<file path="config.mk">
export PLATFORM = sky130hd
export DESIGN_NAME = rgb_to_axis_video
export DESIGN_NICKNAME = d
export VERILOG_FILES = /design/src/rtl/rgb_to_axis_video.sv
export SDC_FILE = /design/constraint.sdc
export NUM_CORES = 1
export LEC_CHECK = 0
export BUFFER_PORTS_ARGS = -buffer_cell sky130_fd_sc_hd__buf_2
export CAP_MARGIN = 40
export CORE_MARGIN = 2
export CORE_UTILIZATION = 50
export CTS_BUF_LIST = sky130_fd_sc_hd__clkbuf_2
export CTS_CLUSTER_SIZE = 20
export DETAILED_ROUTE_END_ITERATION = 7
export PLACE_DENSITY = 0.66
export SLEW_MARGIN = 20
export SYNTH_ARGS = -nofsm -noshare
export SYNTH_HDL_FRONTEND = slang
export SYNTH_SLANG_ARGS = --single-unit
export TNS_END_PERCENT = 5
</file>
<file path="constraint.sdc">
create_clock -name clk -period 4 [get_ports clk]
set_input_delay 0.8 -clock clk [delete_from_list [all_inputs] [get_ports clk]]
set_output_delay 0.8 -clock clk [all_outputs]
set_load 0.01 [all_outputs]
</file>
<file path="src/rtl/rgb_to_axis_video.sv">
// ---------------------------------------------------------------------------
// rgb_to_axis_video
//
// Repacks a cke-qualified RGB888 raster stream (hs/vs/de/dat) into an
// AXI4-Stream video stream. tuser flags the first pixel of a frame and tlast
// the last pixel of each line. A small first-word-fall-through FIFO absorbs
// consumer backpressure. The block also measures the active line width and
// the frame height, and raises sticky flags for dropped pixels and for lines
// whose width differs from the previous line of the same frame.
//
// Ports:
//   clk            pixel clock
//   rst_n          asynchronous active-low reset
//   cke            input sample qualifier (rgb_* sampled only when 1)
//   rgb_hs         horizontal sync (lines are delimited by rgb_de instead)
//   rgb_vs         vertical sync, active-high
//   rgb_de         active-video enable
//   rgb_dat        pixel {R, G, B}
//   m_axis_tdata   output pixel, same packing as rgb_dat
//   m_axis_tvalid  output beat valid
//   m_axis_tready  consumer ready
//   m_axis_tuser   first pixel of frame
//   m_axis_tlast   last pixel of line
//   line_width     de=1 samples in the last completed line
//   frame_height   lines counted in the last completed frame
//   width_err      sticky: line width changed within a frame
//   ovf            sticky: pixel dropped because the FIFO was full
//   clr_err        synchronous clear of width_err and ovf
// ---------------------------------------------------------------------------
module rgb_to_axis_video #(
    parameter int FIFO_AW = 4,
    parameter int CNT_W   = 12
) (
    input  logic             clk,
    input  logic             rst_n,
    input  logic             cke,
    input  logic             rgb_hs,
    input  logic             rgb_vs,
    input  logic             rgb_de,
    input  logic [23:0]      rgb_dat,
    output logic [23:0]      m_axis_tdata,
    output logic             m_axis_tvalid,
    input  logic             m_axis_tready,
    output logic             m_axis_tuser,
    output logic             m_axis_tlast,
    output logic [CNT_W-1:0] line_width,
    output logic [CNT_W-1:0] frame_height,
    output logic             width_err,
    output logic             ovf,
    input  logic             clr_err
);

    localparam int               DEPTH    = 2 ** FIFO_AW;
    localparam logic [FIFO_AW:0] FULL_CNT = (FIFO_AW + 1)'(DEPTH);
    localparam logic [CNT_W-1:0] CNT_MAX  = '1;

    typedef enum logic {
        WAIT_VS = 1'b0,
        ACTIVE  = 1'b1
    } state_t;

    // hs carries no information beyond what de already gives us.
    logic unused_hs;
    assign unused_hs = rgb_hs;

    // -----------------------------------------------------------------------
    // Edge detection on cke samples
    // -----------------------------------------------------------------------
    logic vs_d_reg;
    logic de_d_reg;
    logic vs_rise;
    logic de_fall;

    // Gating with cke keeps undefined inputs on idle cycles from leaking in.
    assign vs_rise = cke & rgb_vs & ~vs_d_reg;
    assign de_fall = cke & ~rgb_de & de_d_reg;

    // -----------------------------------------------------------------------
    // FSM and lookahead hold register
    // -----------------------------------------------------------------------
    state_t      state_reg;
    state_t      state_next;
    logic        hold_valid_reg;
    logic        hold_valid_next;
    logic        hold_sof_reg;
    logic        hold_sof_next;
    logic [23:0] hold_data_reg;
    logic [23:0] hold_data_next;
    logic        sof_pending_reg;
    logic        sof_pending_next;
    logic        push_req;
    logic        push_tlast;

    always_ff @(posedge clk or negedge rst_n) begin
        if (!rst_n) begin
            state_reg       <= WAIT_VS;
            hold_valid_reg  <= 1'b0;
            hold_sof_reg    <= 1'b0;
            hold_data_reg   <= '0;
            sof_pending_reg <= 1'b0;
        end else begin
            state_reg       <= state_next;
            hold_valid_reg  <= hold_valid_next;
            hold_sof_reg    <= hold_sof_next;
            hold_data_reg   <= hold_data_next;
            sof_pending_reg <= sof_pending_next;
        end
    end

    // A pixel is only pushed once the following sample is seen, because only
    // then do we know whether it ended the line (de dropped or a new frame
    // started). That one-sample lookahead is what the hold register is for.
    always_comb begin
        state_next       = state_reg;
        hold_valid_next  = hold_valid_reg;
        hold_sof_next    = hold_sof_reg;
        hold_data_next   = hold_data_reg;
        sof_pending_next = sof_pending_reg;
        push_req         = 1'b0;
        push_tlast       = 1'b0;

        if (cke) begin
            case (state_reg)
                WAIT_VS: begin
                    // Discard everything until a frame boundary so output
                    // never starts with a partial frame.
                    hold_valid_next = 1'b0;
                    if (vs_rise) begin
                        state_next       = ACTIVE;
                        sof_pending_next = 1'b1;
                    end
                end
                ACTIVE: begin
                    push_req   = hold_valid_reg;
                    push_tlast = ~rgb_de | vs_rise;
                    if (rgb_de) begin
                        hold_valid_next  = 1'b1;
                        hold_data_next   = rgb_dat;
                        hold_sof_next    = sof_pending_reg | vs_rise;
                        sof_pending_next = 1'b0;
                    end else begin
                        hold_valid_next  = 1'b0;
                        sof_pending_next = sof_pending_reg | vs_rise;
                    end
                end
                default: begin
                    state_next      = WAIT_VS;
                    hold_valid_next = 1'b0;
                end
            endcase
        end
    end

    // -----------------------------------------------------------------------
    // First-word-fall-through FIFO, entries {tuser, tlast, data}
    // -----------------------------------------------------------------------
    logic [25:0]        mem [DEPTH];
    logic [FIFO_AW-1:0] wr_ptr_reg;
    logic [FIFO_AW-1:0] rd_ptr_reg;
    logic [FIFO_AW:0]   count_reg;
    logic               fifo_empty;
    logic               fifo_full;
    logic               pop;
    logic               push_acc;
    logic               push_drop;
    logic [25:0]        push_word;
    logic [25:0]        head_word;

    assign fifo_empty = (count_reg == '0);
    assign fifo_full  = (count_reg == FULL_CNT);
    assign pop        = ~fifo_empty & m_axis_tready;
    // When full, a same-cycle pop frees the slot being written, so the push
    // can still be taken.
    assign push_acc   = push_req & (~fifo_full | pop);
    assign push_drop  = push_req & fifo_full & ~pop;
    assign push_word  = {hold_sof_reg, push_tlast, hold_data_reg};
    assign head_word  = mem[rd_ptr_reg];

    always_ff @(posedge clk) begin
        if (push_acc) begin
            mem[wr_ptr_reg] <= push_word;
        end
    end

    always_ff @(posedge clk or negedge rst_n) begin
        if (!rst_n) begin
            wr_ptr_reg <= '0;
            rd_ptr_reg <= '0;
            count_reg  <= '0;
        end else begin
            if (push_acc) begin
                wr_ptr_reg <= wr_ptr_reg + 1'b1;
            end
            if (pop) begin
                rd_ptr_reg <= rd_ptr_reg + 1'b1;
            end
            case ({push_acc, pop})
                2'b10:   count_reg <= count_reg + 1'b1;
                2'b01:   count_reg <= count_reg - 1'b1;
                default: count_reg <= count_reg;
            endcase
        end
    end

    // Payload is forced to zero while empty so stale or uninitialised array
    // contents never appear on the bus.
    assign m_axis_tvalid = ~fifo_empty;
    assign m_axis_tdata  = fifo_empty ? 24'd0 : head_word[23:0];
    assign m_axis_tlast  = fifo_empty ? 1'b0  : head_word[24];
    assign m_axis_tuser  = fifo_empty ? 1'b0  : head_word[25];

    // -----------------------------------------------------------------------
    // Line / frame measurement and sticky error flags
    // -----------------------------------------------------------------------
    logic [CNT_W-1:0] pix_cnt_reg;
    logic [CNT_W-1:0] line_cnt_reg;
    logic [CNT_W-1:0] line_width_reg;
    logic [CNT_W-1:0] frame_height_reg;
    logic [CNT_W-1:0] pix_cnt_inc;
    logic [CNT_W-1:0] line_cnt_inc;
    logic             first_line_reg;
    logic             width_err_reg;
    logic             ovf_reg;
    logic             width_set;

    assign pix_cnt_inc  = (pix_cnt_reg  == CNT_MAX) ? pix_cnt_reg  : pix_cnt_reg  + 1'b1;
    assign line_cnt_inc = (line_cnt_reg == CNT_MAX) ? line_cnt_reg : line_cnt_reg + 1'b1;

    // The first line of a frame has nothing to be compared against.
    assign width_set = de_fall & ~first_line_reg & (pix_cnt_reg != line_width_reg);

    always_ff @(posedge clk or negedge rst_n) begin
        if (!rst_n) begin
            vs_d_reg         <= 1'b0;
            de_d_reg         <= 1'b0;
            pix_cnt_reg      <= '0;
            line_cnt_reg     <= '0;
            line_width_reg   <= '0;
            frame_height_reg <= '0;
            // Treat the first line seen after reset as having no reference
            // width, so a stream joined mid-frame does not raise width_err.
            first_line_reg   <= 1'b1;
            width_err_reg    <= 1'b0;
            ovf_reg          <= 1'b0;
        end else begin
            if (cke) begin
                vs_d_reg <= rgb_vs;
                de_d_reg <= rgb_de;

                if (rgb_de) begin
                    pix_cnt_reg <= pix_cnt_inc;
                end else if (de_fall) begin
                    pix_cnt_reg <= '0;
                end

                if (de_fall) begin
                    line_width_reg <= pix_cnt_reg;
                end

                // A line ending on the very sample that starts a new frame
                // still belongs to the frame being closed.
                if (vs_rise) begin
                    frame_height_reg <= de_fall ? line_cnt_inc : line_cnt_reg;
                    line_cnt_reg     <= '0;
                    first_line_reg   <= 1'b1;
                end else if (de_fall) begin
                    line_cnt_reg   <= line_cnt_inc;
                    first_line_reg <= 1'b0;
                end
            end

            // A new event in the same cycle as a clear takes priority.
            width_err_reg <= width_set | (width_err_reg & ~clr_err);
            ovf_reg       <= push_drop | (ovf_reg & ~clr_err);
        end
    end

    assign line_width   = line_width_reg;
    assign frame_height = frame_height_reg;
    assign width_err    = width_err_reg;
    assign ovf          = ovf_reg;

endmodule

</file>
# == Word level (Yosys, flattened, before mapping) ==
# Memories as Yosys holds them, arrays and structs flattened.
# Index checks and enable logic that the tools add are counted.
# op_classes
n_addsub,6
n_reduce_logical,10
n_mux,25
bitwise_logic,25
n_eq_ne,8
# ops
op,count
$mux 12,6
$add 12x1->12 const B,2
$eq 12x12->1 const B,2
$mux 24,1
$mux 1,15
$and 1x1->1,12
$ne 12x12->1,1
$pmux 5 s2,1
$add 4x1->4 const B,2
$not 1->1,8
$reduce_and 2->1,4
$reduce_and 3->1,2
$reduce_bool 2->1,3
$add 5x1->5 const B,1
$eq 5x5->1 const B,1
$logic_not 5->1,1
$or 1x1->1,5
$sub 5x1->5 const B,1
$ne 2x2->1 const B,2
$pmux 1 s2,2
$eq 2x1->1 const B,1
$eq 2x2->1 const B,1
# word_totals
mem_bits_rw,416
memories,1
reg_bits,94
# mem_list
name,words,width,rd,rd_clocked_by_memory_dff,wr,line_no,source
mem,16,26,1,0,1,157,logic [25:0] mem [DEPTH];

# == Longest topological paths before layout ==
# logic_depth
word_depth,7
mapped_depth,13
mapped_depth_nobuf,11

# == Worst setup path before layout ==
# No wires, ideal clock.
# synth_timing
path_kind,input port to flip-flop
from,input m_axis_tready
to,"memory mem[3][0], enable pin"
t_arrival_ps,3609
required_ps,3558
slack_ps,-51
setup_time_ps,442
path_buffers,1
cell_stages,6
cell_sequence,clkbuf_1 nand2b_1 nor2_1 nor2_1 nand2_1 nor3_1
# synth_between
elab_chain_cells,5
# synth_lines
item,line_no,source
from (decl),43,"input logic m_axis_tready,"
$and 1x1->1,171,assign pop = ~fifo_empty & m_axis_tready;
$or 1x1->1,174,assign push_acc = push_req & (~fifo_full | pop);
$and 1x1->1,174,
$mux 1,180,if (push_acc) begin
$mux 1 (not written as such),181,mem[wr_ptr_reg] <= push_word;
to (decl),157,
# Every way passes these cells.

# == Final worst setup path ==
# layout_timing
from,register rd_ptr_reg[0]
to,output m_axis_tlast
# layout_between
elab_chain_cells,2
# layout_lines
item,line_no,source
from (decl),159,logic [FIFO_AW-1:0] rd_ptr_reg;
from (signal assigned),195,rd_ptr_reg <= rd_ptr_reg + 1'b1;
$mem_v2 16x26,--,
$mux 1,209,assign m_axis_tlast = fifo_empty ? 1'b0 : head_word[24];
to (decl),45,"output logic m_axis_tlast,"
# Every way passes these cells.

==> metrics.md <==
| Metric | Value |
|---|---|
| Core ar. | 39800 sq um |
| Power per cell area | 628 nW/um^2 |
| Post-synthesis average cell area | 19.2 sq um |
| Layout cells sized above 1 | 39.7% |
| Drt first pass iters | 6 |
| Vias in the first global route | 11186 |
| Sequential cell area fraction in the yosys report | 73.5% |
| Clk_lat worst skew | 1.04 ns |
| Min-delay worst type | in -> reg |
| Placed Instance Area | 21700 sq um |
| Clock Skew | 0.0737 ns |
| Reg area | 14900 sq um |
| DR DRC count | 0 |
| Post-Synthesis Cell Area | 20200 sq um |
| Data arrival time of the worst path | 3.14 ns |
| Clock Sinks | 510 |
| Initial core utilization | 50.7% |
| DP Cell Count | 1648 |
| Antenna violations before repair | 2 |
| Yosys reg bits | 510 |
| R2r setup slk | 1.13 ns |
| Post-route minimum period | 3.94 ns |
| Static Leak | 8.46 nW |
| Hold Fails Final Rpt | 0 |
| Worst-path maximum fanout | 31 |
| Setup TNS | 0 ns |
| GP Congestion | 0.782 |
| Syn Inst Count | 1053 |
| DIE AREA | 42000 sq um |
| DR iter-0 viols | 829 |
| Total power | 14.7 mW |
| Fin crit share | 98.5% |
| RSZ-0062 raised after global routing | true |
| Post-synth EDFFs | 416 |
| Met2 usage | 34.8% |
| IO Count | 85 |
| CTS max path bufs | 3 |
| Tightest Pin Transition | 0.671 ns |
| CTS tree | done |
| Crit path kind | reg -> out |
| DR vias | 10715 |
| Final non-filler cell total | 1915 |
| GRT overflow | 0 |
| # rows | 73 |
| Max_cap viols | 0 |
| Port bufs | 83 |
| Netlist cell types | 50 |
| Pin count of the biggest net entering global routing | 43 |
| Fillers | 3101 |
| WL final | 43200 um |
| HPWL after DPL | 24000 um |
| Asr flop ratio synth | 18.4% |
| Global Route Usage Sum | 21.5% |
| Leading cell types in the layout, fill and taps excluded | edfxtp_1 (416), clkbuf_2 (205), mux4_2 (130) |
| Crit end category | output pin |
| Cts bufs inserted | 131 |
| Largest register FFs | 416 |
| Slew headroom | 55.2% |
| Syn Nets | 1094 |
| Critical path required time | 3.20 ns |
| GR Util met1 | 29.4% |
| Slew Limit Fails | 0 |
| Finished Cell Area | 23500 sq um |
| Area occupied by multi-input gates | 5200 sq um |
| Antenna viol nets, final | 0 |
| P&R area growth vs syn | 16.3% |
| Fin nets | 1335 |
| Wire length per cell | 22.5 um |
| Clk slew on worst S/H paths | 0.08 ns |
| VDD IR-drop max | 0.000299 V |
| Fmax achieved | 0.254 GHz |
| Most used flip-flop cell after synthesis | edfxtp_1 |
| Root buf cell | clkbuf_2 |
| H-tree depth | 4 |
| Commonest non-fill, non-tap cell in the layout | edfxtp_1 |
| Outcome | finished clean |
| GRT busiest layer | met2 |
| First-pass GRT wire length | 65700 um |
| Die Span Y | 205 um |
| Synth warnings | 0 |
| Final setup viols | 0 |
| Met3 Use GR | 4.82% |
| Worst setup SP type | register |
| Routed vias/inst | 5.60 |
| Die width | 205 um |
## stage by stage
stage / setup slack (ns) / utilization (%) / hold slack, ns
floorplan: -0.0120 / - / 0.439
global placement: 0.815 / 54.4 / 0.448
detailed placement: 0.815 / 54.5 / 0.452
CTS: -0.105 / 58.8 / 0.0605
global route: -0.158 / 59.0 / 0.0614
finish: 0.0583 / 59.0 / 0.197
## layout make-up
cell class | instances | area share (%)
Antenna cell | 1 | 0.0107
Clock buffer | 205 | 4.37
Clock inverter | 23 | 0.740
Inverter | 13 | 0.224
Multi-Input combinational cell | 473 | 22.1
Sequential cell | 510 | 63.2
Tap cell | 525 | 2.80
Timing Repair Buffer | 165 | 6.51
## worst max-delay path, cell delays in order, from the launching register on
cell and delay, ns:
dfrtp_4 0.49, buf_16 0.25, mux4_2 0.55, mux4_2 0.53
and2_4 0.18, buf_2 0.13
## Yosys cell counts (2+ instances only)
| cell type | n | area (sq um) |
|---|---|---|
| and4_1 | 2 | 17.5 |
| clkbuf_1 | 34 | 128 |
| mux4_2 | 130 | 2930 |
| and3_1 | 3 | 18.8 |
| buf_6 | 6 | 67.6 |
| and2_1 | 28 | 175 |
| nand2b_1 | 5 | 31.3 |
| buf_2 | 14 | 70.1 |
| xnor2_1 | 25 | 219 |
| mux2_2 | 26 | 293 |
| buf_1 | 3 | 11.3 |
| o32ai_1 | 2 | 17.5 |
| a21oi_1 | 15 | 75.1 |
| nand4_1 | 10 | 62.6 |
| o21ai_0 | 21 | 105 |
| nor4_1 | 5 | 31.3 |
| nor3_1 | 7 | 35.0 |
| nand3_1 | 17 | 85.1 |
| or4_1 | 2 | 15.0 |
| or3_1 | 4 | 25.0 |
| nor2_1 | 49 | 184 |
| ha_1 | 9 | 113 |
| xor2_1 | 7 | 61.3 |
| mux2i_1 | 4 | 40.0 |
| nand2_1 | 75 | 282 |
| o21ai_1 | 3 | 15.0 |
| dfrtp_1 | 93 | 2330 |
| a31oi_1 | 5 | 31.3 |
| edfxtp_1 | 416 | 12500 |
| inv_1 | 13 | 48.8 |
## metal layers
layer  vias up  routed length [um]
li1       4749                   -
met1      5603               18600
met2       315               21700
met3        46                2350
met4         2                 479
met5         -                   7
## where the power goes
group	internal (mW)	switching [mW]
Sequential	6.25	0.508
Clock	1.53	2.00
Combinational	2.53	1.93
## timing repair
action	in CTS	in global routing
gates resized for setup	17	15
pin swaps	2	5
gates cloned	2	1
setup endpoints to repair	26	26
buffers inserted	8	0
hold buffers	28	0
endpoints found under the hold margin	93	0
## path summary, 6_finish.rpt
kind | to | cells past startpoint | startpoint
setup / recovery | m_axis_tlast | 5 | rd_ptr_reg[0]$_DFFE_PN0P_
hold / removal | rd_ptr_reg[2]$_DFFE_PN0P_ | 3 | m_axis_tready
setup reg to reg | count_reg[4]$_DFFE_PN0P_ | 9 | count_reg[1]$_DFFE_PN0P_
hold reg to reg | first_line_reg$_DFFE_PN1P_ | 2 | first_line_reg$_DFFE_PN1P_
max in group asynchronous | rd_ptr_reg[0]$_DFFE_PN0P_ | 3 | rst_n
min in group asynchronous | frame_height[3]$_DFFE_PN0P_ | 2 | rst_n
## logic make-up after synthesis
| kind of cell | Yosys count | synth area share (%) |
|---|---|---|
| AOI/OAI and AO/OA | 60 | 1.83 |
| xor gates and xnor gates | 32 | 1.39 |
| adders and majority gates | 9 | 0.557 |
| buffers and inverters | 70 | 1.61 |
| DFF | 510 | 73.5 |
| muxes | 160 | 16.1 |
| and+or+nand+nor | 212 | 4.98 |
Power figures use the tool's default switching activity.
